### src/rtl/margin_topk_select.sv
// Streaming top-K smallest-margin selector: keeps the K most uncertain samples of a round and drains them
// in ascending-margin order. Optional index cross-check against the accepted count under MARGIN_IDX_CHECK_EN.
module margin_topk_select #(
    parameter int DATA_WIDTH = 16,
    parameter int IDX_WIDTH  = 16,
    parameter int K          = 8,
    parameter int N_SAMPLES  = 1024
) (
    input  logic                  clk,
    input  logic                  rst,
    input  logic                  start,
    output logic                  cnt_en,
    input  logic                  in_valid,
    output logic                  in_ready,
    input  logic [DATA_WIDTH-1:0] in_margin,
    input  logic [IDX_WIDTH-1:0]  in_idx,
    output logic                  out_valid,
    input  logic                  out_ready,
    output logic [IDX_WIDTH-1:0]  out_idx,
    output logic [DATA_WIDTH-1:0] out_margin,
    output logic                  out_last,
    output logic                  busy,
    output logic                  done,
    output logic                  idx_err
);
    localparam int PTR_W  = (K > 1) ? $clog2(K) : 1;
    localparam int N_KEEP = (K < N_SAMPLES) ? K : N_SAMPLES;
    localparam logic [PTR_W-1:0]     LAST_PTR = PTR_W'(N_KEEP - 1);
    localparam logic [IDX_WIDTH-1:0] LAST_CNT = IDX_WIDTH'(N_SAMPLES - 1);

    typedef enum logic [1:0] {
        S_IDLE    = 2'd0,
        S_COLLECT = 2'd1,
        S_DRAIN   = 2'd2
    } state_t;

    state_t                state_q, state_d;
    logic [IDX_WIDTH-1:0]  cnt_q, cnt_d;
    logic [PTR_W-1:0]      rd_ptr_q, rd_ptr_d;
    logic                  idx_err_q, idx_err_d;
    logic [DATA_WIDTH-1:0] slot_margin_q [K];
    logic [DATA_WIDTH-1:0] slot_margin_d [K];
    logic [IDX_WIDTH-1:0]  slot_idx_q [K];
    logic [IDX_WIDTH-1:0]  slot_idx_d [K];
    logic [K-1:0]          slot_vld_q, slot_vld_d;

    logic [K-1:0]          gt_s;
    logic [DATA_WIDTH-1:0] ins_margin_s [K];
    logic [IDX_WIDTH-1:0]  ins_idx_s [K];
    logic [K-1:0]          ins_vld_s;
    logic                  drain_s;

    // Sorted-insert network: gt_s is a thermometer since valid slots are contiguous and ascending
    always_comb begin
        for (int i = 0; i < K; i++) begin
            gt_s[i] = !slot_vld_q[i] || (slot_margin_q[i] > in_margin);
        end
        if (gt_s[0]) begin
            ins_margin_s[0] = in_margin;
            ins_idx_s[0]    = in_idx;
            ins_vld_s[0]    = 1'b1;
        end else begin
            ins_margin_s[0] = slot_margin_q[0];
            ins_idx_s[0]    = slot_idx_q[0];
            ins_vld_s[0]    = slot_vld_q[0];
        end
        for (int i = 1; i < K; i++) begin
            if (!gt_s[i]) begin
                ins_margin_s[i] = slot_margin_q[i];
                ins_idx_s[i]    = slot_idx_q[i];
                ins_vld_s[i]    = slot_vld_q[i];
            end else if (!gt_s[i-1]) begin
                ins_margin_s[i] = in_margin;
                ins_idx_s[i]    = in_idx;
                ins_vld_s[i]    = 1'b1;
            end else begin
                ins_margin_s[i] = slot_margin_q[i-1];
                ins_idx_s[i]    = slot_idx_q[i-1];
                ins_vld_s[i]    = slot_vld_q[i-1];
            end
        end
    end

    // Next-state logic for the round FSM, accept counter, slot array and read pointer
    always_comb begin
        state_d       = state_q;
        cnt_d         = cnt_q;
        rd_ptr_d      = rd_ptr_q;
        idx_err_d     = idx_err_q;
        slot_margin_d = slot_margin_q;
        slot_idx_d    = slot_idx_q;
        slot_vld_d    = slot_vld_q;
        case (state_q)
            S_IDLE: begin
                if (start) begin
                    state_d    = S_COLLECT;
                    cnt_d      = '0;
                    rd_ptr_d   = '0;
                    idx_err_d  = 1'b0;
                    slot_vld_d = '0;
                end else begin
                    state_d = S_IDLE;
                end
            end
            S_COLLECT: begin
                if (in_valid) begin
                    cnt_d         = cnt_q + IDX_WIDTH'(1);
                    slot_margin_d = ins_margin_s;
                    slot_idx_d    = ins_idx_s;
                    slot_vld_d    = ins_vld_s;
`ifdef MARGIN_IDX_CHECK_EN
                    if (in_idx != cnt_q) begin
                        idx_err_d = 1'b1;
                    end else begin
                        idx_err_d = idx_err_q;
                    end
`endif
                    if (cnt_q == LAST_CNT) begin
                        state_d = S_DRAIN;
                    end else begin
                        state_d = S_COLLECT;
                    end
                end else begin
                    state_d = S_COLLECT;
                end
            end
            S_DRAIN: begin
                if (out_ready) begin
                    if (rd_ptr_q == LAST_PTR) begin
                        state_d = S_IDLE;
                    end else begin
                        rd_ptr_d = rd_ptr_q + PTR_W'(1);
                    end
                end else begin
                    state_d = S_DRAIN;
                end
            end
            default: begin
                state_d = S_IDLE;
            end
        endcase
    end

`ifndef MARGIN_IDX_CHECK_EN
    logic unused_idx_s;
    assign unused_idx_s = ^in_idx;
`endif

    // All block state, synchronously reset
    always_ff @(posedge clk) begin
        if (rst) begin
            state_q    <= S_IDLE;
            cnt_q      <= '0;
            rd_ptr_q   <= '0;
            idx_err_q  <= 1'b0;
            slot_vld_q <= '0;
            for (int i = 0; i < K; i++) begin
                slot_margin_q[i] <= '0;
                slot_idx_q[i]    <= '0;
            end
        end else begin
            state_q       <= state_d;
            cnt_q         <= cnt_d;
            rd_ptr_q      <= rd_ptr_d;
            idx_err_q     <= idx_err_d;
            slot_vld_q    <= slot_vld_d;
            slot_margin_q <= slot_margin_d;
            slot_idx_q    <= slot_idx_d;
        end
    end

    assign drain_s    = (state_q == S_DRAIN);
    assign cnt_en     = (state_q == S_COLLECT);
    assign in_ready   = (state_q == S_COLLECT);
    assign busy       = (state_q != S_IDLE);
    assign out_valid  = drain_s;
    assign out_idx    = drain_s ? slot_idx_q[rd_ptr_q] : '0;
    assign out_margin = drain_s ? slot_margin_q[rd_ptr_q] : '0;
    assign out_last   = drain_s && (rd_ptr_q == LAST_PTR);
    assign done       = drain_s && out_ready && (rd_ptr_q == LAST_PTR);
    assign idx_err    = idx_err_q;
endmodule

### config.mk
export PLATFORM = sky130hd
export DESIGN_NAME = margin_topk_select
export DESIGN_NICKNAME = d
export VERILOG_FILES = /design/src/rtl/margin_topk_select.sv
export SDC_FILE = /design/constraint.sdc
export NUM_CORES = 1
export LEC_CHECK = 0
export ABC_AREA = 1
export CAP_MARGIN = 20
export CORE_ASPECT_RATIO = 1.5
export CORE_MARGIN = 2
export CORE_UTILIZATION = 35
export DETAILED_ROUTE_END_ITERATION = 10
export SYNTH_ARGS = -nofsm -noshare
export SYNTH_HDL_FRONTEND = slang
export SYNTH_SLANG_ARGS = --single-unit
### constraint.sdc
create_clock -name clk -period 2.7 [get_ports clk]
set_input_delay 0.54 -clock clk [delete_from_list [all_inputs] [get_ports clk]]
set_output_delay 0.54 -clock clk [all_outputs]
set_load 0.005 [all_outputs]
Word level (Yosys, flattened, before mapping). Index checks and enable logic that the tools add are counted.

Multiplexer cells: 53. Reduce and logical (&&, ||, !) cells: 41. $lt $le $gt $ge: 9. Equal/unequal tests: 17. $add $sub $neg: 2. Bitwise operators: 1.

Operators by type and width (number): $mux 16 (22); $gt 16x16->1 (8); $bmux 16 s3 (2); $reduce_and 4->1 (9); $pmux 16 s2 (1); $reduce_and 3->1 (9); $ne 2x1->1 const B (9); $add 16x1->16 const B (1); $eq 16x10->1 const B (1); $mux 1 (16); $mux 8 (2); $pmux 8 s2 (1); $mux 3 (3); $logic_not 1->1 (8); $logic_or 1x1->1 (8); $mux 2 (4); $ne 2x2->1 const B (3); $pmux 2 s3 (1); $pmux 3 s2 (1); $reduce_bool 2->1 (3); $ge 4x4->1 const B (1); $not 3->4 (1); $add 3x1->3 const B (1); $eq 3x3->1 const B (1); 5 further kinds (7).

Output and inout bits: 39. Input bits: 37. Logic and storage cells: 150. Register bits after elaboration: 285.

Logic depth before layout (Yosys ltp).
Depth in word-level cells: 6. Depth in mapped cells: 19. Gate-level depth less buffers: 17.

Worst setup path after synthesis. No wires, ideal clock.

Path type: input-to-reg. Start: in in_margin[7]. End: reg slot_idx_q[16] (netlist name). Path buffers: 1. Arrival: 2281 ps. Stages on the path: 14. Path slack: 308 ps. Path through: clkinv_1 > ha_1 > nand2_1 > nor2_1 > nand2_1 > nand2_1 > nand2_1 > nand2_1 > nand2_1 > a21oi_2 > clkbuf_1 > nand2_1 > nor2_1 > nor2_1.

Cells in the longest elaborated chain, start to end: 3.

Ends and longest elaborated chain: start: declaration (RTL line 15) `input logic [DATA_WIDTH-1:0] in_margin,`; $gt 16x16->1 (RTL line 56) `gt_s[i] = !slot_vld_q[i] || (slot_margin_q[i] > in_margin);`; $logic_or 1x1->1 (RTL line 56); $reduce_and 3->1 (no source line) / $mux 16 (equally long branches); end signal: assignment (RTL line 168) `slot_idx_q <= slot_idx_d;`; end: declaration (RTL line 43) `logic [IDX_WIDTH-1:0] slot_idx_q [K];`.

Several ways; a longest one is shown, not always the timed one. A chain may end at the register's enable or synchronous reset.

Worst setup path after layout.
Start: reg rd_ptr_q[0]. End: out out_idx[5].

Cells in the longest elaborated chain, start to end: 5.

Ends and longest elaborated chain: start: declaration (RTL line 39) `logic [PTR_W-1:0] rd_ptr_q, rd_ptr_d;`; start signal: assignment (RTL line 164) `rd_ptr_q <= rd_ptr_d;`; $not 3->4 (not written as such) (RTL line 177) `assign out_idx = drain_s ? slot_idx_q[rd_ptr_q] : '0;`; $bmux 16 s3 (RTL line 177); $mux 16 (not written as such) (2 in series) (RTL line 177); $mux 16 (RTL line 177); end: declaration (RTL line 19) `output logic [IDX_WIDTH-1:0] out_idx,`.

Every way passes these cells. The select of a mux whose other input is x is not followed.

==> results.cfg <==
[placement]
hpwl_um = 47000
place_congestion = 0.897
placed_area_um2 = 22300
dp.cells = 4123
place_ws_ns = -0.609
port_buffers = 74

[clocking]
clock_sinks = 285
insertion_delay_ns = 0.60
clk_path_buf_depth = 3
clk_pin_slew_worst_paths_ns = 0.07
h-tree-depth = 1
cts_root_buf = clkbuf_16
cts_hold_buf = 0
cts_inserted_buffers = 30
cts_tree = yes

[pwr]
leakagePower_nw = 11.6
power.total_mw = 12.3
power_density_nw_per_um2 = 505
ir_drop_mv = 0.691

[synth]
netlist-cell-type-count = 38
syn_area_um2 = 19400
synth_edf_count = 0
synth-seq-cells = 285
synthTopCellsByArea = dfxtp_1 29%, nand2_1 22%, nor2_1 15%
synth_top_cell_by_area = dfxtp_1
synth.avg_cell_area_um2 = 5.77
synth-seq-area-share_pct = 29.4
synth_top_family_by_area = simple AND/OR/NAND/NOR gates
syn-num-nets = 3534
synth_compound_area_share_pct = 11.9
synth_fa_ha_area_share_pct = 8.44
synth_mux_area_share_pct = 0
yosys.area_share.simple_pct = 39.5
ys.flop_type = dfxtp_1
syn_inst = 3366
async_flop_share_pct = 0
synthXorXnorAreaFrac_pct = 0.0451
yosys_warnings = 0
synthDominantCellAreaShare_pct = 29.4

[finish]
fin_util_pct = 44.3
fin_area_um2 = 24300
fin_cells = 4211
diodes = 0
area_growth_pct = 25.1
layout-drive-gt1-share_pct = 11.4
fin_nets = 3660

[detailed_routing]
drtIter0Drc = 1278
num_vias = 20600
wl_um = 69200
drt_pass1_iterations = 5
wl_per_cell_um = 16.4
vias_per_cell = 4.89
drcViolationCount = 0
ant_nets = 0

[floorplanning]
rows = 105
dieArea_um2 = 57400
initial_utilization_pct = 35.4
fp.dieW_um = 196
core_um2 = 54800
die_h_um = 292
io_pins = 76

[critical_path]
path_cells = inv_12 -> bufbuf_16 -> o21ai_1 -> nand3_1 -> nand2_1 -> a31oi_1 -> clkdlybuf4s15_2
r2r_cells = 12
reg2reg_from = slot_margin_q[79]$_SDFFE_PP0P_
cp_top_family = buffers and inverters
crit_type = reg -> out
endpoint = out_idx[5]
critPathLaunch = rd_ptr_q[0]$_SDFFE_PP0P_
path_buf_inv = 3
rrSetupSlack_ns = 0.36
crit_required_ns = 2.16
worstPathArrival_ns = 2.23
endpoint_kind = output port
cp_slowest_stage_delay_ns = 0.54
path_max_fanout = 10
cpMaxStageDelayCell = dfxtp_4
r2r_end = slot_margin_q[65]$_SDFFE_PP0P_
start_kind = register
worstSetupPathDepth = 7

[flow_run]
cap_viol_max_count = 0

[sta]
min_period_ns = 2.77
finalSetupTns_ns = -0.618
relSlewSlack_pct = 47.5
hold_violations = 0
skew_ns = 0.0219
drv_slew = 0
tightest_slew_ns = 0.785
max_freq_mhz = 361
period_share_pct = 103
holdWs_ns = 0.233
rsz0062_at_grt = true
setup_viol = 18
timing.final.ws_setup_ns = -0.0715

[min_path]
hold_path.class = in -> reg

[global_route]
antenna_found_initial = 0
first_global_vias = 19200
grt_pass1_wl_um = 105000
grt.total_usage_pct = 23.2
grt_max_degree = 66
overflow = 0

[status]
status = finished with violations
violations = setup timing
==> power breakdown <==
group | switching, mW | internal (mW) | total (mW)
Clock | 1.92 | 2.44 | 4.37
Sequential | 0.242 | 4.48 | 4.73
Combinational | 1.91 | 1.25 | 3.16
Total | 4.07 | 8.18 | 12.3
==> metal layers <==
layer / vias to the layer above / GRT usage [%] / part of all wire [%]
li1: 10600 / - / -
met1: 9292 / 26.8 / 40
met2: 505 / 43.7 / 51
met3: 169 / 1.96 / 4.5
met4: 0 / 9.18 / 3.9
met5: - / 0 / 0
==> logic make-up after synthesis <==
group / after synthesis
simple gates: 2000
buf+inv: 508
compound gates: 440
fa+ha+maj: 131
xor+xnor: 1
other cells: 1
flops: 285
==> sequential cells by signal, indices dropped and copies added (netlist names) <==
| signal | cells |
|---|---|
| slot_idx_q | 128 |
| slot_vld_q | 8 |
| state_q | 2 |
| slot_margin_q | 128 |
| cnt_q | 16 |
| rd_ptr_q | 3 |
==> how the worst min path moves through the flow <==
| stage | cells past startpoint | slack, ns | start | end |
|---|---|---|---|---|
| final | 3 | 0.23 | in_margin[11] | slot_margin_q[123]$_SDFFE_PP0P_ |
| after global routing | 3 | 0.25 | in_margin[11] | slot_margin_q[123]$_SDFFE_PP0P_ |
| after CTS | 1 | 0.50 | cnt_q[14]$_SDFFE_PP0P_ | cnt_q[14]$_SDFFE_PP0P_ |
| after detailed placement | 1 | 0.48 | cnt_q[14]$_SDFFE_PP0P_ | cnt_q[14]$_SDFFE_PP0P_ |
| after global placement | 1 | 0.47 | cnt_q[14]$_SDFFE_PP0P_ | cnt_q[14]$_SDFFE_PP0P_ |
| after floorplan | 1 | 0.45 | cnt_q[14]$_SDFFE_PP0P_ | cnt_q[14]$_SDFFE_PP0P_ |
==> layout make-up <==
| cell class | instances | area [um2] |
|---|---|---|
| repair buffers | 277 | 3370 |
| multi-input cells | 2573 | 12100 |
| repair inverters | 1 | 11.3 |
| clock inverters | 9 | 81.3 |
| flip-flops and latches | 285 | 5710 |
| clock buffers | 47 | 926 |
| inverters | 324 | 1240 |
| fillers | 5706 | 30500 |
| well taps | 695 | 870 |
==> cell usage after synthesis, drive strengths merged (3+ instances only) <==
cell,count
clkbuf,79
clkinv,16
a21oi,205
a21o,7
nand4,8
inv,308
nand3,53
nor2,798
a31oi,33
ha,131
nand2,1132
nor3,7
o21ai,187
buf,105
dfxtp,285
a211oi,3
==> worst reg2reg max path, stage by stage (launching register included) <==
cell     delay [ns]
dfxtp_1        0.36
ha_1           0.34
nand4_1        0.17
a21oi_1        0.28
nor2_1         0.13
nand2_1        0.09
nand2_1        0.09
buf_4          0.16
a21oi_4        0.15
buf_4          0.21
nand2_1        0.06
nor2_1         0.14
nor2_1         0.05
==> repair_timing <==
item / in CTS / in global routing
setup buffers: 10 / 4
setup endpoints to repair: 34 / 270
gates resized for setup: 216 / 100
gates cloned: 9 / 9
pin swaps: 20 / 21
==> cells in the final DEF, fill, tap and decap left out, drive strengths merged, types with 2 or more instances in the layout <==
cell type,instances
a211oi,3
a21o,7
a21oi,205
a31oi,33
buf,222
bufbuf,2
clkbuf,57
clkdlybuf4s15,2
clkdlybuf4s50,36
clkinv,15
dfxtp,285
dlymetal6s2s,4
ha,131
inv,318
nand2,1132
nand3,53
nand4,8
nor2,798
nor3,7
nor4,2
o21ai,187
Power figures use the tool's default switching activity.
